$ cat src/rtl/example_axil_master.sv
// rtl/example_axil_master.sv - single-outstanding AXI4-Lite initiator driven by a valid/ready command stream
//
// Purpose: accepts one read/write command at a time, performs it on an
// AXI4-Lite master port and returns one response (read data / error flag).
// Optional watchdog: define EXAMPLE_AXIL_MASTER_WATCHDOG_EN to enable the
// sticky timeout_o flag; otherwise timeout_o is tied low.
//
// Ports:
//   aclk, aresetn                   clock, asynchronous active-low reset
//   cmd_v_i / cmd_ready_o           command handshake (ready only when idle)
//   cmd_we_i, cmd_addr_i, cmd_data_i command fields
//   resp_v_o / resp_yumi_i          response handshake
//   resp_data_o, resp_err_o         read data (0 for writes), slave error
//   timeout_o                       sticky watchdog flag
//   m_axi_aw*/w*/b*/ar*/r*          AXI4-Lite master channels
module example_axil_master #(
    parameter int C_M_AXI_ADDR_WIDTH = 10,
    parameter int C_M_AXI_DATA_WIDTH = 32,
    parameter int TIMEOUT_CYCLES     = 1024
) (
    input  logic                            aclk,
    input  logic                            aresetn,
    input  logic                            cmd_v_i,
    output logic                            cmd_ready_o,
    input  logic                            cmd_we_i,
    input  logic [C_M_AXI_ADDR_WIDTH-1:0]   cmd_addr_i,
    input  logic [C_M_AXI_DATA_WIDTH-1:0]   cmd_data_i,
    output logic                            resp_v_o,
    input  logic                            resp_yumi_i,
    output logic [C_M_AXI_DATA_WIDTH-1:0]   resp_data_o,
    output logic                            resp_err_o,
    output logic                            timeout_o,
    output logic [C_M_AXI_ADDR_WIDTH-1:0]   m_axi_awaddr,
    output logic [2:0]                      m_axi_awprot,
    output logic                            m_axi_awvalid,
    input  logic                            m_axi_awready,
    output logic [C_M_AXI_DATA_WIDTH-1:0]   m_axi_wdata,
    output logic [C_M_AXI_DATA_WIDTH/8-1:0] m_axi_wstrb,
    output logic                            m_axi_wvalid,
    input  logic                            m_axi_wready,
    input  logic [1:0]                      m_axi_bresp,
    input  logic                            m_axi_bvalid,
    output logic                            m_axi_bready,
    output logic [C_M_AXI_ADDR_WIDTH-1:0]   m_axi_araddr,
    output logic [2:0]                      m_axi_arprot,
    output logic                            m_axi_arvalid,
    input  logic                            m_axi_arready,
    input  logic [C_M_AXI_DATA_WIDTH-1:0]   m_axi_rdata,
    input  logic [1:0]                      m_axi_rresp,
    input  logic                            m_axi_rvalid,
    output logic                            m_axi_rready
);

    typedef enum logic [2:0] {
        IDLE    = 3'd0,
        WR_REQ  = 3'd1,
        WR_RESP = 3'd2,
        RD_REQ  = 3'd3,
        RD_RESP = 3'd4,
        DONE    = 3'd5
    } state_t;

    state_t                          state_q, state_d;
    logic [C_M_AXI_ADDR_WIDTH-1:0]   addr_q;
    logic [C_M_AXI_DATA_WIDTH-1:0]   data_q;
    logic                            aw_done_q, w_done_q;
    logic [C_M_AXI_DATA_WIDTH-1:0]   resp_data_q;
    logic                            resp_err_q;

    always_ff @(posedge aclk or negedge aresetn) begin
        if (!aresetn) begin
            state_q     <= IDLE;
            addr_q      <= '0;
            data_q      <= '0;
            aw_done_q   <= 1'b0;
            w_done_q    <= 1'b0;
            resp_data_q <= '0;
            resp_err_q  <= 1'b0;
        end else begin
            state_q <= state_d;
            if (state_q == IDLE && cmd_v_i) begin
                addr_q <= cmd_addr_i;
                data_q <= cmd_data_i;
            end
            // Per-channel completion flags let AW and W finish in any order.
            if (state_q == WR_REQ) begin
                if (m_axi_awvalid && m_axi_awready) aw_done_q <= 1'b1;
                if (m_axi_wvalid && m_axi_wready)   w_done_q  <= 1'b1;
            end else begin
                aw_done_q <= 1'b0;
                w_done_q  <= 1'b0;
            end
            if (state_q == WR_RESP && m_axi_bvalid) begin
                resp_data_q <= '0;
                resp_err_q  <= (m_axi_bresp != 2'b00);
            end
            if (state_q == RD_RESP && m_axi_rvalid) begin
                resp_data_q <= m_axi_rdata;
                resp_err_q  <= (m_axi_rresp != 2'b00);
            end
        end
    end

    always_comb begin
        state_d       = state_q;
        cmd_ready_o   = 1'b0;
        resp_v_o      = 1'b0;
        m_axi_awvalid = 1'b0;
        m_axi_wvalid  = 1'b0;
        m_axi_bready  = 1'b0;
        m_axi_arvalid = 1'b0;
        m_axi_rready  = 1'b0;
        case (state_q)
            IDLE: begin
                cmd_ready_o = 1'b1;
                if (cmd_v_i) state_d = cmd_we_i ? WR_REQ : RD_REQ;
            end
            WR_REQ: begin
                m_axi_awvalid = !aw_done_q;
                m_axi_wvalid  = !w_done_q;
                if ((aw_done_q || m_axi_awready) && (w_done_q || m_axi_wready))
                    state_d = WR_RESP;
            end
            WR_RESP: begin
                m_axi_bready = 1'b1;
                if (m_axi_bvalid) state_d = DONE;
            end
            RD_REQ: begin
                m_axi_arvalid = 1'b1;
                if (m_axi_arready) state_d = RD_RESP;
            end
            RD_RESP: begin
                m_axi_rready = 1'b1;
                if (m_axi_rvalid) state_d = DONE;
            end
            DONE: begin
                resp_v_o = 1'b1;
                if (resp_yumi_i) state_d = IDLE;
            end
            default: state_d = IDLE;
        endcase
    end

    assign resp_data_o  = resp_data_q;
    assign resp_err_o   = resp_err_q;
    assign m_axi_awaddr = addr_q;
    assign m_axi_araddr = addr_q;
    assign m_axi_wdata  = data_q;
    assign m_axi_awprot = 3'b000;
    assign m_axi_arprot = 3'b000;
    assign m_axi_wstrb  = '1;

`ifdef EXAMPLE_AXIL_MASTER_WATCHDOG_EN
    localparam int CW = $clog2(TIMEOUT_CYCLES + 1);

    logic [CW-1:0] wd_cnt_q;
    logic          timeout_q;
    logic          in_wait;

    assign in_wait = (state_q == WR_REQ) || (state_q == WR_RESP) ||
                     (state_q == RD_REQ) || (state_q == RD_RESP);

    // Counts cycles spent in one waiting state; the flag only reports a hung
    // slave, the transaction itself keeps waiting.
    always_ff @(posedge aclk or negedge aresetn) begin
        if (!aresetn) begin
            wd_cnt_q  <= '0;
            timeout_q <= 1'b0;
        end else if (state_d != state_q) begin
            wd_cnt_q <= '0;
        end else if (in_wait) begin
            if (wd_cnt_q == CW'(TIMEOUT_CYCLES - 1)) timeout_q <= 1'b1;
            else                                      wd_cnt_q  <= wd_cnt_q + 1'b1;
        end
    end

    assign timeout_o = timeout_q;
`else
    localparam int unused_timeout_cycles = TIMEOUT_CYCLES;
    assign timeout_o = 1'b0;
`endif

endmodule

$ cat config.mk
export PLATFORM = sky130hd
export DESIGN_NAME = example_axil_master
export DESIGN_NICKNAME = d
export VERILOG_FILES = /design/src/rtl/example_axil_master.sv
export SDC_FILE = /design/constraint.sdc
export NUM_CORES = 1
export LEC_CHECK = 0
export BUFFER_PORTS_ARGS = -buffer_cell sky130_fd_sc_hd__buf_2
export CAP_MARGIN = 10
export CORE_MARGIN = 2
export CORE_UTILIZATION = 48
export CTS_CLUSTER_DIAMETER = 60
export DETAILED_ROUTE_END_ITERATION = 8
export MAX_ROUTING_LAYER = met4
export PLACE_DENSITY_LB_ADDON = 0.1
export SLEW_MARGIN = 15
export SYNTH_ARGS = -nofsm -noshare
export SYNTH_HDL_FRONTEND = slang
export SYNTH_SLANG_ARGS = --single-unit
$ cat constraint.sdc
create_clock -name aclk -period 4.6 [get_ports aclk]
set_input_delay 0.46 -clock aclk [delete_from_list [all_inputs] [get_ports aclk]]
set_output_delay 0.46 -clock aclk [all_outputs]
set_load 0.03 [all_outputs]
==> results of run 1 <==
[routing by layer]
layer	wire length [microns]	GRT usage [%]	up-vias
met5	0	-	-
met4	116	7.73	0
met3	579	4.43	10
met2	3560	28.7	105
met1	3280	24.5	1152
li1	-	-	1128
[flip-flops by register name, indices dropped and copies added (netlist names)]
signal and cells:
m_axi_wdata 32, resp_data_o 32, m_axi_araddr 10, state_q 3, aw_done_q 1, resp_err_o 1
w_done_q 1
[cells by family after synthesis]
group,Yosys count,synth area share [%]
buffers and inverters,37,9.16
AOI/OAI and AO/OA,42,10.1
other,2,0.216
DFF,80,57.5
muxes,43,18.2
and+or+nand+nor,28,4.88
[per-stage QoR]
step / worst slack [ns] / hold slack (ns) / total power, mW / util [%] / cell area [sq um]
final: 2.56 / 0.267 / 3.82 / 61.9 / 4420
after global routing: 2.36 / 0.318 / 4.05 / 61.9 / 4420
after CTS: 2.54 / 0.308 / 3.86 / 61.9 / 4420
after detailed placement: 2.54 / 0.471 / 3.37 / 59.4 / 4240
after global placement: 2.60 / 0.464 / 3.35 / 59.4 / 4240
after floorplan: 2.78 / 0.164 / 2.92 / - / 3520
[cell usage in the layout (no fill, tap or decap), types with 2 or more instances in the layout]
master | Yosys | final
mux2_1 | 2 | 2
mux2_4 | 40 | 40
a22o_1 | 32 | 32
buf_2 | 7 | 178
dfrtp_1 | 80 | 80
nor2_1 | 10 | 10
conb_1 | 2 | 11
buf_4 | 22 | 2
clkbuf_8 | 0 | 9
nand2_1 | 4 | 4
o21ai_1 | 2 | 2
clkinv_2 | 0 | 2
o31ai_1 | 2 | 2
inv_6 | 0 | 2
[power breakdown]
part	switching [mW]	internal, mW	total (mW)	leakage [nW]
combinational	1.28	0.782	2.06	1.32
clock	0.267	0.202	0.470	0.0919
sequential	0.229	1.06	1.29	0.992
[path summary, 6_finish.rpt]
check,from,end,slack [ns]
hold / removal,aresetn,m_axi_araddr[7]$_DFFE_PN0P_,0.27
hold reg to reg,m_axi_wdata[31]$_DFFE_PN0P_,m_axi_wdata[31]$_DFFE_PN0P_,0.49
min in group aclk,m_axi_rdata[14],resp_data_o[14]$_DFFE_PN0P_,0.33
max in group asynchronous,aresetn,m_axi_wdata[21]$_DFFE_PN0P_,3.69
setup / recovery,state_q[1]$_DFFE_PN0P_,resp_data_o[0]$_DFFE_PN0P_,2.56
setup reg to reg,state_q[1]$_DFFE_PN0P_,resp_data_o[0]$_DFFE_PN0P_,2.56
[worst max-delay path, delay by kind of cell, from the launching register on]
kind | cells | cell delay, ns
compound gates | 2 | 0.53
flops | 1 | 0.51
simple gates | 2 | 0.88
[layout make-up]
class | count | area [sq um]
Sequential cell | 80 | 2000
Inverter | 2 | 7.51
Fill cell | 637 | 2720
Multi-Input combinational cell | 124 | 1200
Clock inverter | 7 | 55.1
Timing Repair Buffer | 180 | 906
Clock buffer | 9 | 124
Tap cell | 99 | 124
==> results_dict.tcl, run 1 <==
set metrics [dict create \
    fp.coreArea_sq_um 7140 \
    required_ns 4.83 \
    grt_max_degree 81 \
    overflow 0 \
    drive_gt1_share_pct 60.2 \
    yosysUniqueCellTypes 36 \
    yosysMostFrequentCell "dfrtp_1" \
    power.density_nw_per_um2 865 \
    cp-start-kind "register" \
    path_class "register to register" \
    final_antenna_net_count 0 \
    slew_viol_final 0 \
    synth-edff-count 0 \
    cts_setup_buffers 0 \
    die-area_sq_um 7960 \
    drtIter0Drc 87 \
    cts.htree.levels 3 \
    cpMaxStageDelayCell "nand2_1" \
    dp_hpwl_microns 5220 \
    synth-async-reset-ratio_pct 100 \
    ys.flop_type "dfrtp_1" \
    crit_arrival_ns 2.27 \
    final_cells 501 \
    rows 31 \
    first_pass_iters 4 \
    outcome "finished, final reports clean" \
    setup_violations 0 \
    cts_root_buffer "clkbuf_8" \
    clockBufferDepth 2 \
    synth_area_leaders "dfrtp_1 (57%), mux2_4 (17%), a22o_1 (8.0%), buf_4 (4.7%), buf_12 (2.9%)" \
    routedWlPerCell_microns 15.0 \
    cts_num_sinks 80 \
    fin_setup_tns_ns 0 \
    crit_fanout 32 \
    cts_tree "done" \
    antenna_found_initial 0 \
    hold_viol 0 \
    syn_area_per_cell_sq_um 15.0 \
    path_cells "nand3b_1 -> o21ai_1 -> nand2_1 -> a22o_1" \
    synth_cells 232 \
    cts_resized 0 \
    grt_pass1_vias 2239 \
    initial_utilization_pct 48.8 \
    slew-limit-headroom_pct 27.5 \
    ys_top_cells_by_count "dfrtp_1 (80), mux2_4 (40), a22o_1 (32)" \
    fin_skew_ns 0.00754 \
    hold_buffers 0 \
    die_w_microns 89.2 \
    postRouteWirelength_microns 7540 \
    grt_pass1_wl_microns 11100 \
    vdd_drop_max_mv 0.478 \
    grt_use_total_pct 18.9 \
    synth_top_cell_area_share_pct 57.5 \
    drc 0 \
    io_buffers 179 \
    yosysTopAreaCell "dfrtp_1" \
    io_pins 191 \
    crit_path_end_kind "register" \
    worstHoldPathType "input port to async pin" \
    ys_seq_area_share_pct 57.5 \
    maxCapViolCount 0 \
    place_inst 485 \
    period_share_pct 44.3 \
    rsz0062_at_grt "no" \
    r2r_cells 4 \
    worst_slew_pin_slew_ns 1.09 \
    syn_to_final_growth_pct 26.7 \
    clkLatencyLatePin_ns 0.35 \
    vias 2395 \
    slowest_delay_ns 0.63 \
    path_clk_slew_ns 0.08 \
    ys_ff_latch 80 \
    place_congestion 0.838 \
    via_per_inst 4.78 \
    yosys_warnings 0 \
    layout.nets 485 \
    fin_crit_ns 2.04 \
    timing.fmax_mhz 490 \
    die_y_microns 89.2 \
    netlist_area_sq_um 3480 \
    leakagePower_nw 2.40 \
    antenna-diode-count 0 \
    numCtsBuffers 9 \
]
Note: power is estimated with default switching activity, not from simulation.
==> inputs of run 2 (changes only) <==
- ABC_AREA: unset -> 1
- CORE_UTILIZATION: 48 -> 40
- clock period: 4.6 -> 1.8 ns (I/O delays scaled with it)
==> run 2 against run 1 <==
  * Area after synthesis increased by 0.43%
  * Via count rose by 33%
  * Highest routed layer unchanged
  * Cell count rose by 40%
  * Flip-flop and latch count is the same
  * Routed wire length grew 14%
  * Clock skew is 0.0058 ns higher
  * Power rose to 2.5 times the previous value
  * Hold slack got worse by 0.23 ns
  * Clock-buffer cell count rose by 2
  * First-iteration DRC count is 2.3% higher
==> results_dict.tcl, run 2 <==
set metrics [dict create \
    outcome "finished, final reports clean" \
    clkLatencyLatePin_ns 0.35 \
    fin_skew_ns 0.0133 \
    cts_root_buffer "clkbuf_8" \
    worst_slew_pin_slew_ns 0.561 \
    die-area_sq_um 9510 \
    io_buffers 179 \
    io_pins 191 \
    crit_path_end_kind "output port" \
    path_class "register to output port" \
    fillers 898 \
    die_w_microns 97.5 \
    initial_utilization_pct 40.7 \
    r2r_end "m_axi_araddr[9]$_DFFE_PN0P_" \
    cts.htree.levels 3 \
    ys_top_cells_by_count "nand2_1 (199), dfrtp_1 (80), nand3_1 (50)" \
    yosysMostFrequentCell "nand2_1" \
    r2r_cells 8 \
    final_antenna_net_count 0 \
    period_share_pct 94.7 \
    crit_arrival_ns 1.53 \
    yosysTopAreaCell "dfrtp_1" \
    fin_setup_tns_ns 0 \
    slew_viol_final 0 \
    multi_input_area_sq_um 1190 \
    yosys_warnings 0 \
    endpoint "cmd_ready_o" \
    drc 0 \
    synth-async-reset-ratio_pct 100 \
    synth_cells 419 \
    netlist_area_sq_um 3500 \
    vdd_drop_max_mv 0.826 \
    grt-busiest-layer "met2" \
    worstHoldPathType "input port to register" \
    antenna-diode-count 0 \
    via_per_inst 4.51 \
    fp.coreArea_sq_um 8590 \
    synth_area_leaders "dfrtp_1 (57%), nand2_1 (21%), nand3_1 (7.2%), buf_4 (4.9%), nor2_1 (1.8%)" \
    ys_ff_latch 80 \
    layout.nets 678 \
    power.density_nw_per_um2 2080 \
    maxCapViolCount 0 \
    met3_usage_pct 5.18 \
    ys.flop_type "dfrtp_1" \
    place_inst 683 \
    clockBufferDepth 2 \
    overflow 0 \
    syn_area_per_cell_sq_um 8.35 \
    timing.fmax_mhz 586 \
    drtIter0Drc 89 \
    layout.area.seq_sq_um 2010 \
    dp_hpwl_microns 6170 \
    grt_pass1_wl_microns 14300 \
    rows 34 \
    vias 3174 \
    hold-worst-slack_ns 0.0352 \
    yosysUniqueCellTypes 16 \
    cts_tree "done" \
    required_ns 1.62 \
    cts_num_sinks 80 \
    place_congestion 0.974 \
    cp-start-kind "register" \
    first_pass_iters 5 \
    hold_viol 0 \
    use_met2_pct 28.4 \
    ys_seq_area_share_pct 57.2 \
    synth_top_cell_area_share_pct 57.2 \
    rr_startpoint "state_q[0]$_DFFE_PN0P_" \
    met1_usage_pct 24.8 \
    fin_crit_ns 1.71 \
    crit_fanout 18 \
    worst-r2r-setup-slack_ns 0.22 \
    final_cells 703 \
    numCtsBuffers 9 \
    routedWlPerCell_microns 12.2 \
    postRouteWirelength_microns 8580 \
    grt_pass1_vias 3032 \
    synth-edff-count 0 \
    die_y_microns 97.5 \
    grt_max_degree 43 \
    layout_commonest_cell "nand2_1" \
    leakagePower_nw 2.85 \
    antenna_found_initial 0 \
    grt_use_total_pct 18.7 \
    slew-limit-headroom_pct 62.6 \
    cp-startpoint "state_q[1]$_DFFE_PN0P_" \
    path_clk_slew_ns 0.08 \
    mostFrequentLayoutCells "nand2_1 (199), buf_2 (177), dfrtp_1 (77), nand3_1 (50), nor2_1 (16)" \
    setup_violations 0 \
    drive_gt1_share_pct 36.8 \
    syn_to_final_growth_pct 32.7 \
    rsz0062_at_grt "no" \
]
==> run 2: cell count changes in the layout (fill, tap and decap cells not counted), moves of 3 or more <==
cell	previous run	this run
nand2_1	4	199
nand3_1	0	50
mux2_4	40	0
a22o_1	32	0
inv_1	1	14
buf_4	2	13
nor2_1	10	16
o21ai_0	0	4
dfrtp_1	80	77
dfrtp_2	0	3
==> run 2: through the flow <==
step / utilization [%] / instance area, sq um / setup slack, ns / power [mW]
2_1_floorplan: - / 3530 / 0.330 / 6.83
3_3_place_gp: 51.0 / 4390 / 0.282 / 8.15
3_5_place_dp: 51.0 / 4390 / 0.222 / 8.20
4_1_cts: 53.7 / 4620 / 0.0378 / 9.68
5_1_grt: 54.0 / 4640 / 0.00188 / 10.3
6_report: 54.0 / 4640 / 0.0946 / 9.66
==> run 2: critical path: stages, from the launching register on <==
cell and delay, ns:
dfrtp_2 0.47, nor2_2 0.17, nand2_1 0.13, inv_4 0.11, buf_12 0.14, buf_4 0.17
==> run 2: kinds of logic after synthesis <==
kind of cell	count (synthesis)	synth area share (%)
compound gates	6	0.858
other cells	2	0.215
simple gates	271	31.8
flops	80	57.2
buf+inv	60	9.94
==> run 2: layer usage <==
metal | vias to the layer above | part of all wire [%]
met5 | - | 0
met4 | 0 | 1.0
met1 | 1430 | 45
li1 | 1599 | -
met2 | 134 | 46
met3 | 11 | 8.1
==> run 2: final cells by class <==
type / count / area share (%)
sequential: 80 / 43.2
multi-input combinational: 288 / 25.5
timing repair buffer: 193 / 22.3
tap: 108 / 2.91
clock buffer: 11 / 2.83
clock inverter: 5 / 1.75
inverter: 18 / 1.51
==> run 2: worst min path at each step <==
stage | end | startpoint | cells past startpoint
after CTS | resp_data_o[28]$_DFFE_PN0P_ | m_axi_rdata[28] | 3
after detailed placement | resp_data_o[28]$_DFFE_PN0P_ | aresetn | 1
after global placement | resp_data_o[28]$_DFFE_PN0P_ | aresetn | 1
final | resp_data_o[28]$_DFFE_PN0P_ | m_axi_rdata[28] | 3
after global routing | resp_data_o[30]$_DFFE_PN0P_ | m_axi_rdata[30] | 3
after floorplan | aw_done_q$_DFFE_PN0P_ | aresetn | 0
==> run 2: report_power, final <==
group          internal (mW)  total (mW)  switching [mW]
sequential              2.67        3.20           0.533
combinational           1.44        5.03            3.59
clock                  0.783        1.43           0.646
==> run 2: repair_timing <==
action	CTS	global route
gates resized for setup	4	2
hold buffers	1	0
setup buffers	0	3
hold endpoints to repair	35	0
setup endpoints to repair	1	2
